<file path="src/rtl/mem_ctrl_pkg.sv">
// rtl/mem_ctrl_pkg.sv - shared encodings and helpers for the byte-serial memory controller
package mem_ctrl_pkg;

  localparam logic [31:0] IO_BASE = 32'h00030000;

  localparam logic [1:0] SZ_B = 2'b00;
  localparam logic [1:0] SZ_H = 2'b01;
  localparam logic [1:0] SZ_W = 2'b10;

  typedef enum logic [1:0] {ST_IDLE, ST_READ, ST_WRITE, ST_DONE} state_t;
  typedef enum logic {OWN_IF, OWN_LSB} owner_t;

  function automatic logic is_io(input logic [31:0] a);
    return a[17:16] == IO_BASE[17:16];
  endfunction

  // The reserved size code 2'b11 falls through to a full word.
  function automatic logic [2:0] size_bytes(input logic [1:0] sz);
    case (sz)
      SZ_B:    return 3'd1;
      SZ_H:    return 3'd2;
      SZ_W:    return 3'd4;
      default: return 3'd4;
    endcase
  endfunction

endpackage

</file>
<file path="src/rtl/mem_ctrl_if.sv">
// rtl/mem_ctrl_if.sv - requester and RAM-port signals of the memory controller
interface mem_ctrl_if;
  logic        if_req;
  logic [31:0] if_addr;
  logic        if_done;
  logic [31:0] if_data;
  logic        lsb_req;
  logic        lsb_wr;
  logic [31:0] lsb_addr;
  logic [1:0]  lsb_size;
  logic [31:0] lsb_wdata;
  logic        lsb_done;
  logic [31:0] lsb_rdata;
  logic [7:0]  mem_din;
  logic [7:0]  mem_dout;
  logic [31:0] mem_a;
  logic        mem_wr;
  logic        io_buffer_full;

  modport master (
    output if_req, if_addr, lsb_req, lsb_wr, lsb_addr, lsb_size, lsb_wdata,
           mem_din, io_buffer_full,
    input  if_done, if_data, lsb_done, lsb_rdata, mem_dout, mem_a, mem_wr
  );

  modport slave (
    input  if_req, if_addr, lsb_req, lsb_wr, lsb_addr, lsb_size, lsb_wdata,
           mem_din, io_buffer_full,
    output if_done, if_data, lsb_done, lsb_rdata, mem_dout, mem_a, mem_wr
  );
endinterface

</file>
<file path="src/rtl/mem_ctrl.sv">
// rtl/mem_ctrl.sv - arbitrates IF and LSB onto the 8-bit RAM/IO port, little-endian byte sequencing
module mem_ctrl
  import mem_ctrl_pkg::*;
(
  input  logic      clk_in,
  input  logic      rst_in,
  input  logic      rdy_in,
  input  logic      flush_in,
  mem_ctrl_if.slave bus
);

  state_t      state;
  owner_t      owner;
  logic [31:0] base, wbuf, rbuf, rbuf_next, next_a;
  logic [2:0]  n, pcnt, ccnt;
  logic        av, dv;
  logic [1:0]  nidx;
  logic [7:0]  next_byte;
  logic [31:0] mem_a_q, if_data_q, lsb_rdata_q;
  logic [7:0]  mem_dout_q;
  logic        mem_wr_q, if_done_q, lsb_done_q;

  assign bus.mem_a     = mem_a_q;
  assign bus.mem_dout  = mem_dout_q;
  assign bus.mem_wr    = mem_wr_q;
  assign bus.if_done   = if_done_q;
  assign bus.if_data   = if_data_q;
  assign bus.lsb_done  = lsb_done_q;
  assign bus.lsb_rdata = lsb_rdata_q;

  // av: mem_a this cycle names a wanted byte; dv: mem_din this cycle carries byte ccnt.
  always_comb begin
    rbuf_next = rbuf;
    rbuf_next[{ccnt[1:0], 3'b000} +: 8] = bus.mem_din;
  end

  assign nidx      = ccnt[1:0] + 2'd1;
  assign next_a    = base + {29'd0, ccnt} + 32'd1;
  assign next_byte = wbuf[{nidx, 3'b000} +: 8];

  always_ff @(posedge clk_in) begin
    if (rst_in) begin
      state       <= ST_IDLE;
      owner       <= OWN_IF;
      base        <= '0;
      wbuf        <= '0;
      rbuf        <= '0;
      n           <= '0;
      pcnt        <= '0;
      ccnt        <= '0;
      av          <= 1'b0;
      dv          <= 1'b0;
      mem_a_q     <= '0;
      mem_dout_q  <= '0;
      mem_wr_q    <= 1'b0;
      if_done_q   <= 1'b0;
      lsb_done_q  <= 1'b0;
      if_data_q   <= '0;
      lsb_rdata_q <= '0;
    end else if (!rdy_in) begin
      mem_wr_q <= 1'b0;
      // The byte on mem_din during a pause is dropped, so restart at the first uncaptured byte.
      if (state == ST_READ) begin
        mem_a_q <= base + {29'd0, ccnt};
        pcnt    <= ccnt + 3'd1;
        av      <= 1'b1;
        dv      <= 1'b0;
      end
    end else begin
      unique case (state)
        ST_IDLE: begin
          if (!flush_in && (bus.lsb_req || bus.if_req)) begin
            pcnt <= 3'd1;
            ccnt <= 3'd0;
            rbuf <= '0;
            av   <= 1'b1;
            dv   <= 1'b0;
            if (bus.lsb_req) begin
              owner   <= OWN_LSB;
              base    <= bus.lsb_addr;
              n       <= size_bytes(bus.lsb_size);
              wbuf    <= bus.lsb_wdata;
              mem_a_q <= bus.lsb_addr;
              if (bus.lsb_wr) begin
                state      <= ST_WRITE;
                mem_dout_q <= bus.lsb_wdata[7:0];
                mem_wr_q   <= !(bus.io_buffer_full && is_io(bus.lsb_addr));
              end else begin
                state <= ST_READ;
              end
            end else begin
              owner   <= OWN_IF;
              base    <= bus.if_addr;
              n       <= 3'd4;
              mem_a_q <= bus.if_addr;
              state   <= ST_READ;
            end
          end
        end
        ST_READ: begin
          if (flush_in) begin
            state   <= ST_IDLE;
            mem_a_q <= '0;
            av      <= 1'b0;
            dv      <= 1'b0;
          end else if (dv && (ccnt + 3'd1 == n)) begin
            state   <= ST_DONE;
            mem_a_q <= '0;
            av      <= 1'b0;
            dv      <= 1'b0;
            if (owner == OWN_IF) begin
              if_done_q <= 1'b1;
              if_data_q <= rbuf_next;
            end else begin
              lsb_done_q  <= 1'b1;
              lsb_rdata_q <= rbuf_next;
            end
          end else begin
            if (dv) begin
              rbuf <= rbuf_next;
              ccnt <= ccnt + 3'd1;
            end
            dv <= av;
            if (pcnt < n) begin
              mem_a_q <= base + {29'd0, pcnt};
              pcnt    <= pcnt + 3'd1;
              av      <= 1'b1;
            end else begin
              av <= 1'b0;
            end
          end
        end
        ST_WRITE: begin
          // A cycle with mem_wr low wrote nothing, so the same byte is offered again.
          if (mem_wr_q) begin
            if (ccnt + 3'd1 == n) begin
              state      <= ST_DONE;
              lsb_done_q <= 1'b1;
              mem_wr_q   <= 1'b0;
              mem_a_q    <= '0;
              mem_dout_q <= '0;
            end else begin
              ccnt       <= ccnt + 3'd1;
              mem_a_q    <= next_a;
              mem_dout_q <= next_byte;
              mem_wr_q   <= !(bus.io_buffer_full && is_io(next_a));
            end
          end else begin
            mem_wr_q <= !(bus.io_buffer_full && is_io(mem_a_q));
          end
        end
        ST_DONE: begin
          state       <= ST_IDLE;
          if_done_q   <= 1'b0;
          lsb_done_q  <= 1'b0;
          if_data_q   <= '0;
          lsb_rdata_q <= '0;
        end
        default: state <= ST_IDLE;
      endcase
    end
  end

endmodule
</file>
<file path="src/flat_wrapper.sv">
// flat-port wrapper written by rule: the top's interface ports become plain ports
module mem_ctrl_flat import mem_ctrl_pkg::*;
  (clk_in, rst_in, rdy_in, flush_in, bus_if_req, bus_if_addr, bus_lsb_req, bus_lsb_wr, bus_lsb_addr, bus_lsb_size, bus_lsb_wdata, bus_mem_din, bus_io_buffer_full, bus_if_done, bus_if_data, bus_lsb_done, bus_lsb_rdata, bus_mem_dout, bus_mem_a, bus_mem_wr);
  mem_ctrl_if bus_i ();
  input  logic clk_in;
  input  logic rst_in;
  input  logic rdy_in;
  input  logic flush_in;
  input wire logic [$bits(bus_i.if_req)-1:0] bus_if_req;
  input wire logic [$bits(bus_i.if_addr)-1:0] bus_if_addr;
  input wire logic [$bits(bus_i.lsb_req)-1:0] bus_lsb_req;
  input wire logic [$bits(bus_i.lsb_wr)-1:0] bus_lsb_wr;
  input wire logic [$bits(bus_i.lsb_addr)-1:0] bus_lsb_addr;
  input wire logic [$bits(bus_i.lsb_size)-1:0] bus_lsb_size;
  input wire logic [$bits(bus_i.lsb_wdata)-1:0] bus_lsb_wdata;
  input wire logic [$bits(bus_i.mem_din)-1:0] bus_mem_din;
  input wire logic [$bits(bus_i.io_buffer_full)-1:0] bus_io_buffer_full;
  output wire logic [$bits(bus_i.if_done)-1:0] bus_if_done;
  output wire logic [$bits(bus_i.if_data)-1:0] bus_if_data;
  output wire logic [$bits(bus_i.lsb_done)-1:0] bus_lsb_done;
  output wire logic [$bits(bus_i.lsb_rdata)-1:0] bus_lsb_rdata;
  output wire logic [$bits(bus_i.mem_dout)-1:0] bus_mem_dout;
  output wire logic [$bits(bus_i.mem_a)-1:0] bus_mem_a;
  output wire logic [$bits(bus_i.mem_wr)-1:0] bus_mem_wr;
  assign bus_i.if_req = bus_if_req;
  assign bus_i.if_addr = bus_if_addr;
  assign bus_i.lsb_req = bus_lsb_req;
  assign bus_i.lsb_wr = bus_lsb_wr;
  assign bus_i.lsb_addr = bus_lsb_addr;
  assign bus_i.lsb_size = bus_lsb_size;
  assign bus_i.lsb_wdata = bus_lsb_wdata;
  assign bus_i.mem_din = bus_mem_din;
  assign bus_i.io_buffer_full = bus_io_buffer_full;
  assign bus_if_done = bus_i.if_done;
  assign bus_if_data = bus_i.if_data;
  assign bus_lsb_done = bus_i.lsb_done;
  assign bus_lsb_rdata = bus_i.lsb_rdata;
  assign bus_mem_dout = bus_i.mem_dout;
  assign bus_mem_a = bus_i.mem_a;
  assign bus_mem_wr = bus_i.mem_wr;
  mem_ctrl u_core (.clk_in(clk_in), .rst_in(rst_in), .rdy_in(rdy_in), .flush_in(flush_in), .bus(bus_i));
endmodule
</file>
<file path="config.mk">
export PLATFORM = sky130hd
export DESIGN_NAME = mem_ctrl_flat
export DESIGN_NICKNAME = d
export VERILOG_FILES = /design/src/rtl/mem_ctrl_pkg.sv /design/src/rtl/mem_ctrl_if.sv /design/src/rtl/mem_ctrl.sv /design/src/flat_wrapper.sv
export SDC_FILE = /design/constraint.sdc
export NUM_CORES = 1
export LEC_CHECK = 0
export ABC_AREA = 1
export CAP_MARGIN = 20
export CORE_UTILIZATION = 46
export CTS_CLUSTER_DIAMETER = 80
export CTS_CLUSTER_SIZE = 40
export DETAILED_ROUTE_END_ITERATION = 10
export GPL_TIMING_DRIVEN = 0
export PLACE_DENSITY_LB_ADDON = 0.08
export SLEW_MARGIN = 20
export SYNTH_ARGS = -nofsm -noshare
export SYNTH_HDL_FRONTEND = slang
export SYNTH_SLANG_ARGS = --single-unit
export TNS_END_PERCENT = 30
</file>
<file path="constraint.sdc">
create_clock -name clk_in -period 7.1 [get_ports clk_in]
set_clock_uncertainty 0.2 [all_clocks]
set_input_delay 1.065 -clock clk_in [delete_from_list [all_inputs] [get_ports clk_in]]
set_output_delay 1.065 -clock clk_in [all_outputs]
set_load 0.005 [all_outputs]
</file>
==> impl_metrics.json <==
{
  "outcome": "complete, no violations",
  "htreeDepth": 1,
  "grt_pass1_wl_mm": 75.8,
  "pwr-share-comb_pct": 35.5,
  "hold_viol": 0,
  "critPathMaxStageDelay_ps": 710,
  "drive_gt1_share_pct": 6.39,
  "antenna_found_initial": 0,
  "path_clk_slew_ps": 120,
  "synth.area.top_cells": "dfxtp_1 (34%), nand2_1 (13%), a21oi_1 (10%), nor2_1 (5.6%), o21ai_0 (5.2%)",
  "holdWs_ps": 251,
  "yosys-top-cells-count": "nand2_1 (431), a21oi_1 (262), dfxtp_1 (217)",
  "finalSetupViolCount": 0,
  "synthMuxAreaShare_pct": 2.37,
  "dpl-instance-area_um2": 15400,
  "min_period_ps": 5150,
  "synth_simple_gate_area_share_pct": 29.4,
  "seq_area_um2": 4340,
  "gp_congestion": 0.982,
  "core_area_um2": 27100,
  "slowest_stage": "o21ai_0",
  "post-cts-setup-buffers": 0,
  "antenna_cells": 0,
  "synth_xor_xnor_area_share_pct": 1.30,
  "syn-instance-count": 1934,
  "drc": 0,
  "ctsResizeCount": 0,
  "fp.dieArea_um2": 28500,
  "synth-seq-cells": 217,
  "area_growth_syn_to_layout_pct": 24.5,
  "synth_top_family_by_area": "simple AND/OR/NAND/NOR gates",
  "crit_path_max_fanout": 12,
  "rsz0062_at_grt": "false",
  "crit_arrival_ps": 5290,
  "worstMarginPinSlew_ps": 1080,
  "drt_iter0_drc": 1310,
  "cts_made_buffers": 13,
  "wl_mm": 49.6,
  "cap_viol_max_count": 0,
  "grtUsageTotal_pct": 34.4,
  "nets": 2306,
  "ys.flop_type": "dfxtp_1",
  "p_leak_uw": 0.00605,
  "cts-root-buf": "clkbuf_16",
  "antenna_left": 0,
  "instances_no_fill": 2546,
  "synth.largest_area_cell": "dfxtp_1",
  "fmax_mhz": 194,
  "met3_usage_pct": 6.20,
  "syn_nets": 2072,
  "cts_sinks": 217,
  "hold_buffers": 0,
  "grt_util_met2_pct": 52.8,
  "wl_per_cell_um": 19.5,
  "multiInputGateArea_um2": 7340,
  "ios": 221,
  "synth.avg_cell_area_um2": 6.61,
  "fill_cells": 2713,
  "seqPwrFrac_pct": 39.8,
  "holdCritPathClass": "reg -> reg",
  "slew_viol_final": 0,
  "cts_tree": "yes",
  "tns_ps": 0,
  "fp.dieH_um": 169,
  "syn_area_um2": 12800,
  "start_util_pct": 47.2,
  "yosysSeqAreaShare_pct": 34.0,
  "ys_async_sr_fraction_pct": 0,
  "drt_pass1_iterations": 7,
  "die_w_um": 169,
  "ys_types": 45,
  "grt_use_met1_pct": 49.1,
  "crit_chain": "clkinv_1 > clkbuf_1 > ha_1 > buf_2 > clkinv_1 > nand2_1 > a21oi_1 > o21a_1 > nand2_1 > nand2_2 > clkinv_1 > a21oi_1 > a22oi_1 > o21ai_0 > a21oi_1",
  "cts_buffer_depth": 3,
  "gr-total-overflow": 0,
  "synth_top_area_share_pct": 34.0,
  "hpwlAfterDp_mm": 39.2,
  "irDropWorstVdd_mv": 0.228,
  "grt_pass1_vias": 13400,
  "cp-start-kind": "flip-flop",
  "synth_edf_count": 0,
  "p_switching_uw": 1440,
  "clk_latency_ps": 520,
  "crit_type": "reg -> reg",
  "yosysMostFrequentCell": "nand2_1",
  "stdcell_area_um2": 15900,
  "internal_power_uw": 2170,
  "top_usage_layer": "met2",
  "timing.slew.headroom_pct": 27.8,
  "powerDensity_nw_per_um2": 227,
  "pwr-share-clk_pct": 24.7,
  "grt_max_degree": 38,
  "required_ps": 7240,
  "vias": 14200,
  "yosys.area_share.adder_pct": 2.47,
  "yosys_warnings": 0,
  "end_kind": "flip-flop",
  "drt-vias-per-instance": 5.58,
  "total_power_uw": 3610,
  "synth_compound_gate_area_share_pct": 21.9,
  "placedCellCount": 2525,
  "timing.final.crit_share_pct": 72.6,
  "swShare_pct": 39.8,
  "fp-row-count": 60,
  "portBuffers": 219
}
[kinds of logic (layout without fill, tap and decap cells)]
| logic type | after synthesis | in the layout |
|---|---|---|
| xor gates and xnor gates | 19 | 19 |
| AOI/OAI and AO/OA | 508 | 508 |
| buffers and inverters | 290 | 530 |
| DFF | 217 | 217 |
| and+or+nand+nor | 846 | 846 |
| adders and majority gates | 24 | 24 |
| muxes | 30 | 30 |
[worst max-delay path, delay by kind of cell, from the launching register on]
family          cells  cell delay, ps
buf+inv             5            1610
compound gates      6            1650
simple gates        3             480
fa+ha+maj           1             380
flops               1             640
[through the flow]
step                      worst slack (ps)  util (%)
final                                 1950      58.7
after global placement                2270      57.0
after CTS                             2150      58.7
after global routing                  1820      58.7
after detailed placement              2200      57.0
after floorplan                       3970         -
[flip-flops by register name (all words and copies together) (netlist names)]
register              count
u_core.dv                 1
u_core.n                  3
u_core.ccnt               3
u_core.owner              1
u_core.bus.if_done        1
u_core.bus.mem_a         32
u_core.bus.if_data       32
u_core.pcnt               3
u_core.bus.mem_dout       8
u_core.bus.lsb_rdata     32
u_core.bus.mem_wr         1
u_core.state              2
u_core.av                 1
u_core.rbuf              32
u_core.bus.lsb_done       1
u_core.base              32
u_core.wbuf              32
[layout make-up]
type,count,share of cell area (%)
buffer,96,2.33
clock inverter,7,0.889
tap,372,2.93
clock buffer,14,2.07
timing repair buffer,219,13.8
multi-input combinational,1427,46.1
sequential,217,27.3
inverter,194,4.58
[per-layer routing]
metal	wire length [µm]	vias up	share of wire (%)
met5	0	-	0
met4	1400	0	2.8
met3	4110	77	8.3
met2	21000	646	42
met1	23100	6635	47
li1	-	6844	-
[final timing paths]
path | startpoint | to | slack (ps) | depth (start not counted)
worst max register to register | u_core.ccnt[0] | u_core.bus.mem_a[9] | 1950 | 15
worst min-delay path | u_core.bus.lsb_rdata[26] | u_core.bus.lsb_rdata[26] | 250 | 2
worst max-delay path | u_core.ccnt[0] | u_core.bus.mem_a[9] | 1950 | 15
worst min register to register | u_core.bus.lsb_rdata[26] | u_core.bus.lsb_rdata[26] | 250 | 2
[cells in the final DEF, fill, tap and decap left out, types with 6 or more instances in the layout]
cell type and n:
ha_1 22, a21oi_1 262, nor2_1 192, clkbuf_1 83, inv_2 6, inv_1 175, xor2_1 16, dfxtp_1 217
nor2_4 11, o21ai_1 12, nor2_2 13, nor3_1 13, clkdlybuf4s50_1 219, nand4_1 10, buf_2 8, a31oi_1 6
buf_1 6, a211oi_1 33, clkinv_1 13, clkbuf_16 13, mux2i_1 28, o211ai_1 10, nand2_1 431, nand3_1 99
o21ai_0 134, a22oi_1 28, nand2_2 31, or2_2 33
[power groups by stage]
stage / clock (µW) / combinational, µW / sequential (µW)
3_3_place_gp: 0 / 1230 / 1460
2_1_floorplan: 0 / 706 / 1440
3_5_place_dp: 0 / 1250 / 1460
6_report: 890 / 1280 / 1440
5_1_grt: 943 / 1400 / 1450
4_1_cts: 898 / 1260 / 1430
Power figures use the tool's default switching activity.
